===== src/rtl/uart_hex_word_assembler_if.sv =====
// uart_hex_word_assembler_if
//   Bundles the byte stream coming from uart_rx and the word handshake going
//   to the operand consumer, together with the assembler's status flags.
//
//   Signals:
//     rx_valid     one-cycle byte strobe from uart_rx
//     rx_data      received ASCII byte, valid while rx_valid is high
//     word_ready   consumer can take word_data this cycle
//     word_valid   word_data holds a complete word
//     word_data    assembled word, first digit received in the MSBs
//     digit_count  digits collected for the current word (0..NUM_DIGITS)
//     err_pulse    one-cycle pulse after an illegal character
//     overrun      sticky, a byte was dropped while a word was waiting
//
//   Modports:
//     master  the assembler itself
//     slave   the surrounding logic (uart_rx side plus the word consumer)
interface uart_hex_word_assembler_if #(
    parameter int NUM_DIGITS = 8
);
    localparam int WORD_W = 4 * NUM_DIGITS;

    logic              rx_valid;
    logic [7:0]        rx_data;
    logic              word_ready;
    logic              word_valid;
    logic [WORD_W-1:0] word_data;
    logic [3:0]        digit_count;
    logic              err_pulse;
    logic              overrun;

    modport master (
        input  rx_valid,
        input  rx_data,
        input  word_ready,
        output word_valid,
        output word_data,
        output digit_count,
        output err_pulse,
        output overrun
    );

    modport slave (
        output rx_valid,
        output rx_data,
        output word_ready,
        input  word_valid,
        input  word_data,
        input  digit_count,
        input  err_pulse,
        input  overrun
    );
endinterface


===== src/rtl/uart_hex_word_assembler.sv =====
// uart_hex_word_assembler
//   Decodes ASCII hex characters arriving from uart_rx and packs NUM_DIGITS
//   nibbles, most significant first, into one word offered on a valid/ready
//   handshake. Illegal characters clear the partial word and raise a
//   one-cycle err_pulse; bytes arriving while a finished word waits are
//   dropped and recorded in the sticky overrun flag.
//
//   Parameters:
//     NUM_DIGITS  hex digits per word, 1..8
//     WORD_W      4*NUM_DIGITS, derived
//
//   Ports:
//     clk   system clock
//     rst   synchronous active-high reset
//     bus   uart_hex_word_assembler_if.master (byte input, word output, status)
//
//   Build option:
//     HEXW_TERM_EN  when defined, CR/LF after at least one digit finishes the
//                   word early (right-justified). When undefined, CR/LF in
//                   COLLECT are ignored and only NUM_DIGITS digits make a word.
module uart_hex_word_assembler #(
    parameter  int NUM_DIGITS = 8,
    localparam int WORD_W     = 4 * NUM_DIGITS
) (
    input  logic                        clk,
    input  logic                        rst,
    uart_hex_word_assembler_if.master   bus
);

    typedef enum logic {
        COLLECT = 1'b0,
        HOLD    = 1'b1
    } state_t;

    state_t            state_q, state_d;
    logic [WORD_W-1:0] word_q,  word_d;
    logic [3:0]        cnt_q,   cnt_d;
    logic              err_q,   err_d;
    logic              ovr_q,   ovr_d;

    // ------------------------------------------------------------------
    // Character decode
    // ------------------------------------------------------------------
    logic       is_hex;
    logic       is_term;
    logic [3:0] nib;

    always_comb begin
        is_hex  = 1'b0;
        nib     = 4'd0;
        is_term = (bus.rx_data == 8'h0D) || (bus.rx_data == 8'h0A);
        if (bus.rx_data >= 8'h30 && bus.rx_data <= 8'h39) begin
            is_hex = 1'b1;
            nib    = bus.rx_data[3:0];
        end else if ((bus.rx_data >= 8'h41 && bus.rx_data <= 8'h46) ||
                     (bus.rx_data >= 8'h61 && bus.rx_data <= 8'h66)) begin
            // Low nibble of 'A'..'F' / 'a'..'f' is 1..6, so add 9 for 10..15.
            is_hex = 1'b1;
            nib    = bus.rx_data[3:0] + 4'd9;
        end
    end

    // ------------------------------------------------------------------
    // Byte processing works on a "base" word/count: the live register in
    // COLLECT, or an empty word when a transfer happens in the same cycle
    // so that the incoming byte starts the next word instead of being lost.
    // ------------------------------------------------------------------
    logic [WORD_W-1:0] base_word;
    logic [3:0]        base_cnt;
    logic [3:0]        next_cnt;
    logic [WORD_W-1:0] shifted;
    logic              take;

    assign next_cnt = base_cnt + 4'd1;

    if (NUM_DIGITS == 1) begin : g_single
        assign shifted = nib;
    end else begin : g_multi
        assign shifted = {base_word[WORD_W-5:0], nib};
    end

    // ------------------------------------------------------------------
    // Next-state / output logic
    // ------------------------------------------------------------------
    always_comb begin
        state_d   = state_q;
        word_d    = word_q;
        cnt_d     = cnt_q;
        err_d     = 1'b0;
        ovr_d     = ovr_q;
        base_word = word_q;
        base_cnt  = cnt_q;
        take      = 1'b0;

        case (state_q)
            COLLECT: begin
                take = 1'b1;
            end
            HOLD: begin
                if (bus.word_ready) begin
                    state_d   = COLLECT;
                    word_d    = '0;
                    cnt_d     = 4'd0;
                    base_word = '0;
                    base_cnt  = 4'd0;
                    take      = 1'b1;
                end else if (bus.rx_valid) begin
                    // Word still waiting: byte is dropped, never flagged as
                    // illegal, only remembered as an overrun.
                    ovr_d = 1'b1;
                end
            end
            default: begin
                state_d = COLLECT;
            end
        endcase

        if (take && bus.rx_valid) begin
            if (is_hex) begin
                word_d = shifted;
                cnt_d  = next_cnt;
                if (next_cnt == 4'(NUM_DIGITS))
                    state_d = HOLD;
            end else if (is_term) begin
`ifdef HEXW_TERM_EN
                // Register already holds the digits right-justified.
                if (base_cnt != 4'd0)
                    state_d = HOLD;
`else
                // Terminators carry no meaning in this build.
                state_d = state_d;
`endif
            end else begin
                err_d  = 1'b1;
                word_d = '0;
                cnt_d  = 4'd0;
            end
        end
    end

    // ------------------------------------------------------------------
    // State registers
    // ------------------------------------------------------------------
    always_ff @(posedge clk) begin
        if (rst) begin
            state_q <= COLLECT;
            word_q  <= '0;
            cnt_q   <= 4'd0;
            err_q   <= 1'b0;
            ovr_q   <= 1'b0;
        end else begin
            state_q <= state_d;
            word_q  <= word_d;
            cnt_q   <= cnt_d;
            err_q   <= err_d;
            ovr_q   <= ovr_d;
        end
    end

    assign bus.word_valid  = (state_q == HOLD);
    assign bus.word_data   = word_q;
    assign bus.digit_count = cnt_q;
    assign bus.err_pulse   = err_q;
    assign bus.overrun     = ovr_q;

endmodule


===== src/flat_wrapper.sv =====
// flat-port wrapper written by rule: the top's interface ports become plain ports
module uart_hex_word_assembler_flat 
#(
    parameter  int NUM_DIGITS = 8,
    localparam int WORD_W     = 4 * NUM_DIGITS
)
  (clk, rst, bus_rx_valid, bus_rx_data, bus_word_ready, bus_word_valid, bus_word_data, bus_digit_count, bus_err_pulse, bus_overrun);
  uart_hex_word_assembler_if #(.NUM_DIGITS(NUM_DIGITS)) bus_i ();
  input  logic clk;
  input  logic rst;
  input wire logic [$bits(bus_i.rx_valid)-1:0] bus_rx_valid;
  input wire logic [$bits(bus_i.rx_data)-1:0] bus_rx_data;
  input wire logic [$bits(bus_i.word_ready)-1:0] bus_word_ready;
  output wire logic [$bits(bus_i.word_valid)-1:0] bus_word_valid;
  output wire logic [$bits(bus_i.word_data)-1:0] bus_word_data;
  output wire logic [$bits(bus_i.digit_count)-1:0] bus_digit_count;
  output wire logic [$bits(bus_i.err_pulse)-1:0] bus_err_pulse;
  output wire logic [$bits(bus_i.overrun)-1:0] bus_overrun;
  assign bus_i.rx_valid = bus_rx_valid;
  assign bus_i.rx_data = bus_rx_data;
  assign bus_i.word_ready = bus_word_ready;
  assign bus_word_valid = bus_i.word_valid;
  assign bus_word_data = bus_i.word_data;
  assign bus_digit_count = bus_i.digit_count;
  assign bus_err_pulse = bus_i.err_pulse;
  assign bus_overrun = bus_i.overrun;
  uart_hex_word_assembler #(.NUM_DIGITS(NUM_DIGITS)) u_core (.clk(clk), .rst(rst), .bus(bus_i));
endmodule

===== config.mk =====
export PLATFORM = sky130hd
export DESIGN_NAME = uart_hex_word_assembler_flat
export DESIGN_NICKNAME = d
export VERILOG_FILES = /design/src/rtl/uart_hex_word_assembler_if.sv /design/src/rtl/uart_hex_word_assembler.sv /design/src/flat_wrapper.sv
export SDC_FILE = /design/constraint.sdc
export NUM_CORES = 1
export LEC_CHECK = 0
export CAP_MARGIN = 20
export CORE_MARGIN = 3
export CORE_UTILIZATION = 45
export DETAILED_ROUTE_END_ITERATION = 12
export PLACE_DENSITY = 0.74
export REMOVE_ABC_BUFFERS = 1
export SLEW_MARGIN = 20
export SYNTH_ARGS = -nofsm -noshare
export SYNTH_HDL_FRONTEND = slang
export SYNTH_SLANG_ARGS = --single-unit

===== constraint.sdc =====
create_clock -name clk -period 5.8 [get_ports clk]
set_input_delay 1.45 -clock clk [delete_from_list [all_inputs] [get_ports clk]]
set_output_delay 1.45 -clock clk [all_outputs]
set_load 0.01 [all_outputs]

==> results of run 1 <==
[power by group through the flow]
stage	clock network [uW]	registers [uW]	logic [uW]
after global placement	0	276	47.9
final	175	269	48.2
after detailed placement	0	276	48.1
after CTS	181	269	48.3
after global routing	194	269	52.2
after floorplan	0	276	24.2
[critical path, cell delays in order]
cell and delay (ps):
clkdlybuf4s50_1 510, or4b_1 630, a311oi_4 280, buf_4 460, o221ai_1 200, a21oi_1 170
[how the worst min path moves through the flow]
| stage | cells after the start | endpoint | slack [ps] |
|---|---|---|---|
| after floorplan | 2 | u_core.bus.word_data[28] | 480 |
| after global placement | 2 | u_core.bus.word_data[28] | 450 |
| after detailed placement | 2 | u_core.bus.word_data[28] | 450 |
| after CTS | 2 | u_core.bus.word_data[28] | 460 |
| after global routing | 2 | u_core.bus.word_data[28] | 480 |
| final | 2 | u_core.bus.word_data[28] | 460 |
[synthesized netlist by cell type]
library cell | instances | area (um2)
dfxtp_1 | 39 | 780.8
nand2_1 | 33 | 123.9
a21oi_2 | 20 | 175.2
o211ai_2 | 20 | 250.2
a21oi_1 | 13 | 65.06
o211ai_1 | 9 | 67.56
clkbuf_1 | 7 | 26.28
inv_1 | 7 | 26.28
buf_2 | 6 | 30.03
ha_1 | 5 | 62.56
o2111ai_1 | 4 | 35.03
a22o_1 | 3 | 26.28
a31oi_1 | 3 | 18.77
nand2b_1 | 3 | 18.77
nand3_1 | 3 | 15.01
nor3b_1 | 3 | 22.52
and2_1 | 2 | 12.51
and3_1 | 2 | 12.51
buf_8 | 2 | 30.03
nor2_1 | 2 | 7.510
nor2b_1 | 2 | 12.51
o221ai_1 | 2 | 17.52
or4b_1 | 2 | 20.02
a311oi_2 | 1 | 15.01
a32o_1 | 1 | 10.01
buf_1 | 1 | 3.750
buf_6 | 1 | 11.26
clkbuf_4 | 1 | 7.510
mux2_2 | 1 | 11.26
mux2i_1 | 1 | 10.01
nand4bb_1 | 1 | 11.26
nor3_1 | 1 | 5.000
o211a_1 | 1 | 10.01
o21ai_0 | 1 | 5.000
o21bai_1 | 1 | 7.510
o22ai_1 | 1 | 6.260
o311ai_4 | 1 | 26.28
o31a_1 | 1 | 8.760
or2_1 | 1 | 6.260
xnor2_1 | 1 | 8.760
[per-layer routing]
layer	part of all wire, %	track usage (%)	vias up
li1	-	-	858
met1	47	23.88	809
met2	48	26.22	35
met3	3.7	3.994	4
met4	0.97	6.762	0
met5	0	0	-
[through the flow]
step | std cells | hold slack (ps) | util [%] | total power [uW] | setup WS, ps
detailed placement | 296 | 445.4 | 60.75 | 323.6 | 2018
floorplan | 191 | 476.2 | - | 300.1 | 1386
global placement | 296 | 445.1 | 60.75 | 323.4 | 2011
CTS | 304 | 456.3 | 62.70 | 499.0 | 2302
global route | 304 | 480.7 | 62.70 | 515.9 | 2156
finish | 304 | 458.9 | 62.70 | 492.8 | 2289
[state kept, by name, indices dropped and copies added (netlist names)]
name                    flops
u_core.bus.word_valid       1
u_core.bus.digit_count      4
u_core.bus.overrun          1
u_core.bus.err_pulse        1
u_core.bus.word_data       32
[cell type report]
| class | count | area [um2] |
|---|---|---|
| clock buffers | 7 | 76.32 |
| clock inverters | 1 | 5.005 |
| fillers | 361 | 1556 |
| inverters | 7 | 26.28 |
| multi-input cells | 145 | 1127 |
| flip-flops and latches | 39 | 780.7 |
| well taps | 50 | 62.56 |
| repair buffers | 55 | 538.0 |
[kinds of logic after synthesis]
kind of cell	Yosys count	synth area share (%)
flops	39	38.64
buf+inv	25	6.688
xor+xnor	1	0.4335
mux	2	1.053
compound gates	82	36.84
fa+ha+maj	5	3.096
simple gates	55	13.25
==> reports/qor.yml, run 1 <==
logic_synthesis:
  syn_area_um2: 2021
  netlist-cell-type-count: 40
  synthCells: 209
  syn_avg_cell_area_um2: 9.668
  ys_warn_count: 0
  synth_seq_cells: 39
  yosysSeqAreaShare_pct: 38.64
clocking:
  h-tree-depth: 2
  clkTransAtPathRegs_ps: 70
  cts-root-buf: "clkbuf_8"
  cts_hold_buf: 0
  post-cts-setup-buffer-count: 0
  cts_sinks: 39
  ctsLongestPathBuffers: 2
  cts_buffers: 5
  clock_latency_ps: 290
  cts_tree: "built"
  cts-resized-gates: 0
power_and_ir_drop:
  leakage_uw: 0.0008910
  pwr-share-clk_pct: 35.6
  cellPowerDensity_nw_per_um2: 188.4
  peakVddDrop_uv: 117.6
  switching_share_pct: 24.78
  seq_power_share_pct: 54.6
  p_sw_uw: 122.1
  internal-power_uw: 370.7
  combPwrFrac_pct: 9.8
worst_setup_path:
  reg2reg_slack_ps: 3920
  start_kind: "primary input"
  required_ps: 6010
  r2r_end: "u_core.bus.digit_count[2]"
  cp-endpoint: "u_core.bus.word_data[3]"
  cp-end-kind: "flip-flop"
  worstPathMaxFanout: 39
  arrival_ps: 3720
  worst-r2r-cell-count: 5
  crit_start: "bus_rx_data[3]"
  worstSetupPathType: "primary input to flip-flop"
  worstReg2RegStart: "u_core.bus.word_valid"
placed_design:
  place_area_um2: 2535
  port_buffers: 50
  hpwlAfterDp_mm: 2.957
  gp_congestion: 0.7644
floorplanning:
  io_pins: 51
  num_rows: 23
  start_util_pct: 48.43
  dieArea_um2: 5330
  dieWidth_um: 73.01
  core_area_um2: 4173
  die_y_um: 73.01
routing:
  first_pass_iters: 4
  drt_iter0_markers: 123
  drtAntennaViolNets: 0
  wire_per_inst_um: 14.57
  vias: 1706
  wirelength_mm: 4.429
  viasPerCell: 5.612
  drc: 0
global_route:
  grt_max_degree: 40
  grt_pass1_wl_mm: 7.272
  grt_pass1_vias: 1548
  overflow: 0
  antenna_found_initial: 0
  grt_use_total_pct: 17.37
sta:
  worstMarginPinSlew_ps: 730.8
  period_needed_ps: 3511
  slew_headroom_pct: 51.28
  setup_viol: 0
  fmax_mhz: 284.8
  skew_ps: 7.736
  fin_tns_setup_ps: 0
  hold_violations: 0
  slew_viol_final: 0
  rsz0062_at_grt: "false"
  finalCritPeriodShare_pct: 60.53
layout:
  fin_area_um2: 2616
  layout_commonest_cell: "clkdlybuf4s50_1"
  antennaDiodeCount: 0
  final_cell_mix: "clkdlybuf4s50_1, dfxtp_1, nand2_1"
  final_nets: 270
  area_growth_syn_to_layout_pct: 29.47
  drive_gt1_share_pct: 21.65
run:
  drv_cap: 0
hold_path:
  hold_class: "flip-flop to flip-flop"
  min_from: "u_core.bus.word_data[28]"
outcome:
  status: "finished clean"
No activity file was read; power rests on OpenSTA's default activity.
==> run 2, diff against run 1 <==
- CORE_UTILIZATION: 45 -> 44
- PLACE_DENSITY: 0.74 -> 0.76
- clock period: 5.8 -> 2.85 ns (I/O delays scaled with it)
==> run 2 against run 1 <==
  * Sequential share of layout area shrank 0.74 points
  * Via count is 1.7% higher
  * Flip-flop and latch count unchanged
  * Core utilization decreased by 1.5 points
  * Count of clock-buffer cells in the layout stayed put
  * Largest cell class unchanged
  * Largest power group unchanged
==> reports/qor.yml, run 2 (same netlist as run 1, synthesis figures left out) <==
layout:
  layout_commonest_cell: "clkdlybuf4s50_1"
  largest_reg_flops: 32
  antennaDiodeCount: 0
  fin_util_pct: 61.19
  fin_area_um2: 2683
  final_nets: 275
  n_fill_cell: 412
  final_cell_mix: "clkdlybuf4s50_1, dfxtp_1, nand2_1"
  area_growth_syn_to_layout_pct: 32.76
  drive_gt1_share_pct: 23.55
floorplanning:
  die_y_um: 73.77
  start_util_pct: 46.09
  core_area_um2: 4384
  num_rows: 24
  dieArea_um2: 5441
  io_pins: 51
  dieWidth_um: 73.77
power_and_ir_drop:
  pwr-share-clk_pct: 35.9
  internal-power_uw: 761.4
  p_sw_uw: 260.3
  peakVddDrop_uv: 218.0
  switching_share_pct: 25.47
  combPwrFrac_pct: 10.5
  power_uw: 1022
  seq_power_share_pct: 53.6
  cellPowerDensity_nw_per_um2: 380.9
  leakage_uw: 0.0009237
global_route:
  grt_max_degree: 40
  met2_usage_pct: 28.25
  use_met1_pct: 22.82
  grt_pass1_vias: 1624
  overflow: 0
  grt_most_used_layer: "met2"
  antenna_found_initial: 0
  grt_pass1_wl_mm: 7.590
  use_met3_pct: 4.378
  grt_use_total_pct: 17.62
worst_setup_path:
  slowest_stage: "clkdlybuf4s50_1"
  required_ps: 3040
  start_kind: "primary input"
  reg2reg_slack_ps: 1340
  path_cells: "clkdlybuf4s50_1 -> inv_1 -> ha_1 -> nor3b_1 -> a311oi_4 -> buf_12 -> or2_1 -> a32o_1"
  worstSetupPathType: "primary input to flip-flop"
  arrival_ps: 2660
  worstPathMaxFanout: 39
  cp-end-kind: "flip-flop"
  slowest_delay_ps: 490
placed_design:
  place_area_um2: 2601
  place_ws_ps: 70.26
  port_buffers: 50
  gp_congestion: 0.8525
  hpwlAfterDp_mm: 3.104
sta:
  slew_headroom_pct: 72.39
  finalCritPeriodShare_pct: 86.49
  rsz0062_at_grt: "false"
  setup_viol: 0
  skew_ps: 5.987
  fmax_mhz: 405.7
  period_needed_ps: 2465
  finalWorstSetupSlack_ps: 385.1
  worstMarginPinSlew_ps: 413.2
  slew_viol_final: 0
  hold_violations: 0
  timing.hold.ws_ps: 454.3
clocking:
  h-tree-depth: 2
  cts_buffers: 5
  clkTransAtPathRegs_ps: 70
  clock_latency_ps: 300
  cts-resized-gates: 0
  cts_hold_buf: 0
  cts-root-buf: "clkbuf_8"
  post-cts-setup-buffer-count: 0
  ctsLongestPathBuffers: 2
  cts_tree: "built"
  cts_sinks: 39
hold_path:
  hold_class: "flip-flop to flip-flop"
routing:
  wire_per_inst_um: 14.61
  drtAntennaViolNets: 0
  drc: 0
  vias: 1735
  viasPerCell: 5.579
  wirelength_mm: 4.543
  first_pass_iters: 4
  drt_iter0_markers: 127
outcome:
  status: "finished clean"
run:
  drv_cap: 0
## run 2: stage by stage
stage / std cells / TNS, ps
floorplan: 191 / -27870
global placement: 303 / 0
detailed placement: 303 / 0
CTS: 311 / 0
global route: 311 / 0
finish: 311 / 0
## run 2: final timing paths
kind,from,endpoint,cells after the start
max,bus_rx_data[0],u_core.bus.digit_count[1],8
min,u_core.bus.word_data[28],u_core.bus.word_data[28],2
max reg2reg,u_core.bus.word_valid,u_core.bus.word_valid,6
min reg2reg,u_core.bus.word_data[28],u_core.bus.word_data[28],2
## run 2: routing by layer
layer  vias to the layer above  wire length, um
li1                        864                -
met1                       825             2113
met2                        37             2148
met3                         9              205
met4                         0               75
met5                         -                0
## run 2: cell type report
cell class                      instances  area (um2)  share of cell area, %
Multi-Input combinational cell        145        1129                  42.07
Sequential cell                        39       780.7                  29.10
Timing Repair Buffer                   60       600.6                  22.39
Clock buffer                            7       76.32                  2.845
Tap cell                               52       65.06                  2.425
Inverter                                7       26.28                 0.9795
Clock inverter                          1       5.005                 0.1866
## run 2: power by group through the flow
stage | sequential, uW | combinational, uW | clock (uW)
final | 548 | 107 | 367
after global routing | 548 | 116 | 398
after CTS | 548 | 107 | 377
after detailed placement | 561 | 107 | 0
after global placement | 561 | 106 | 0
after floorplan | 562 | 49.1 | 0
## run 2: worst max-delay path, delay by kind of cell
kind                     cells  cell delay, ps
adder cells (fa/ha/maj)      1             200
AO/OA/AOI/OAI                2             310
AND/OR/NAND/NOR              2             590
buffers and inverters        3             840
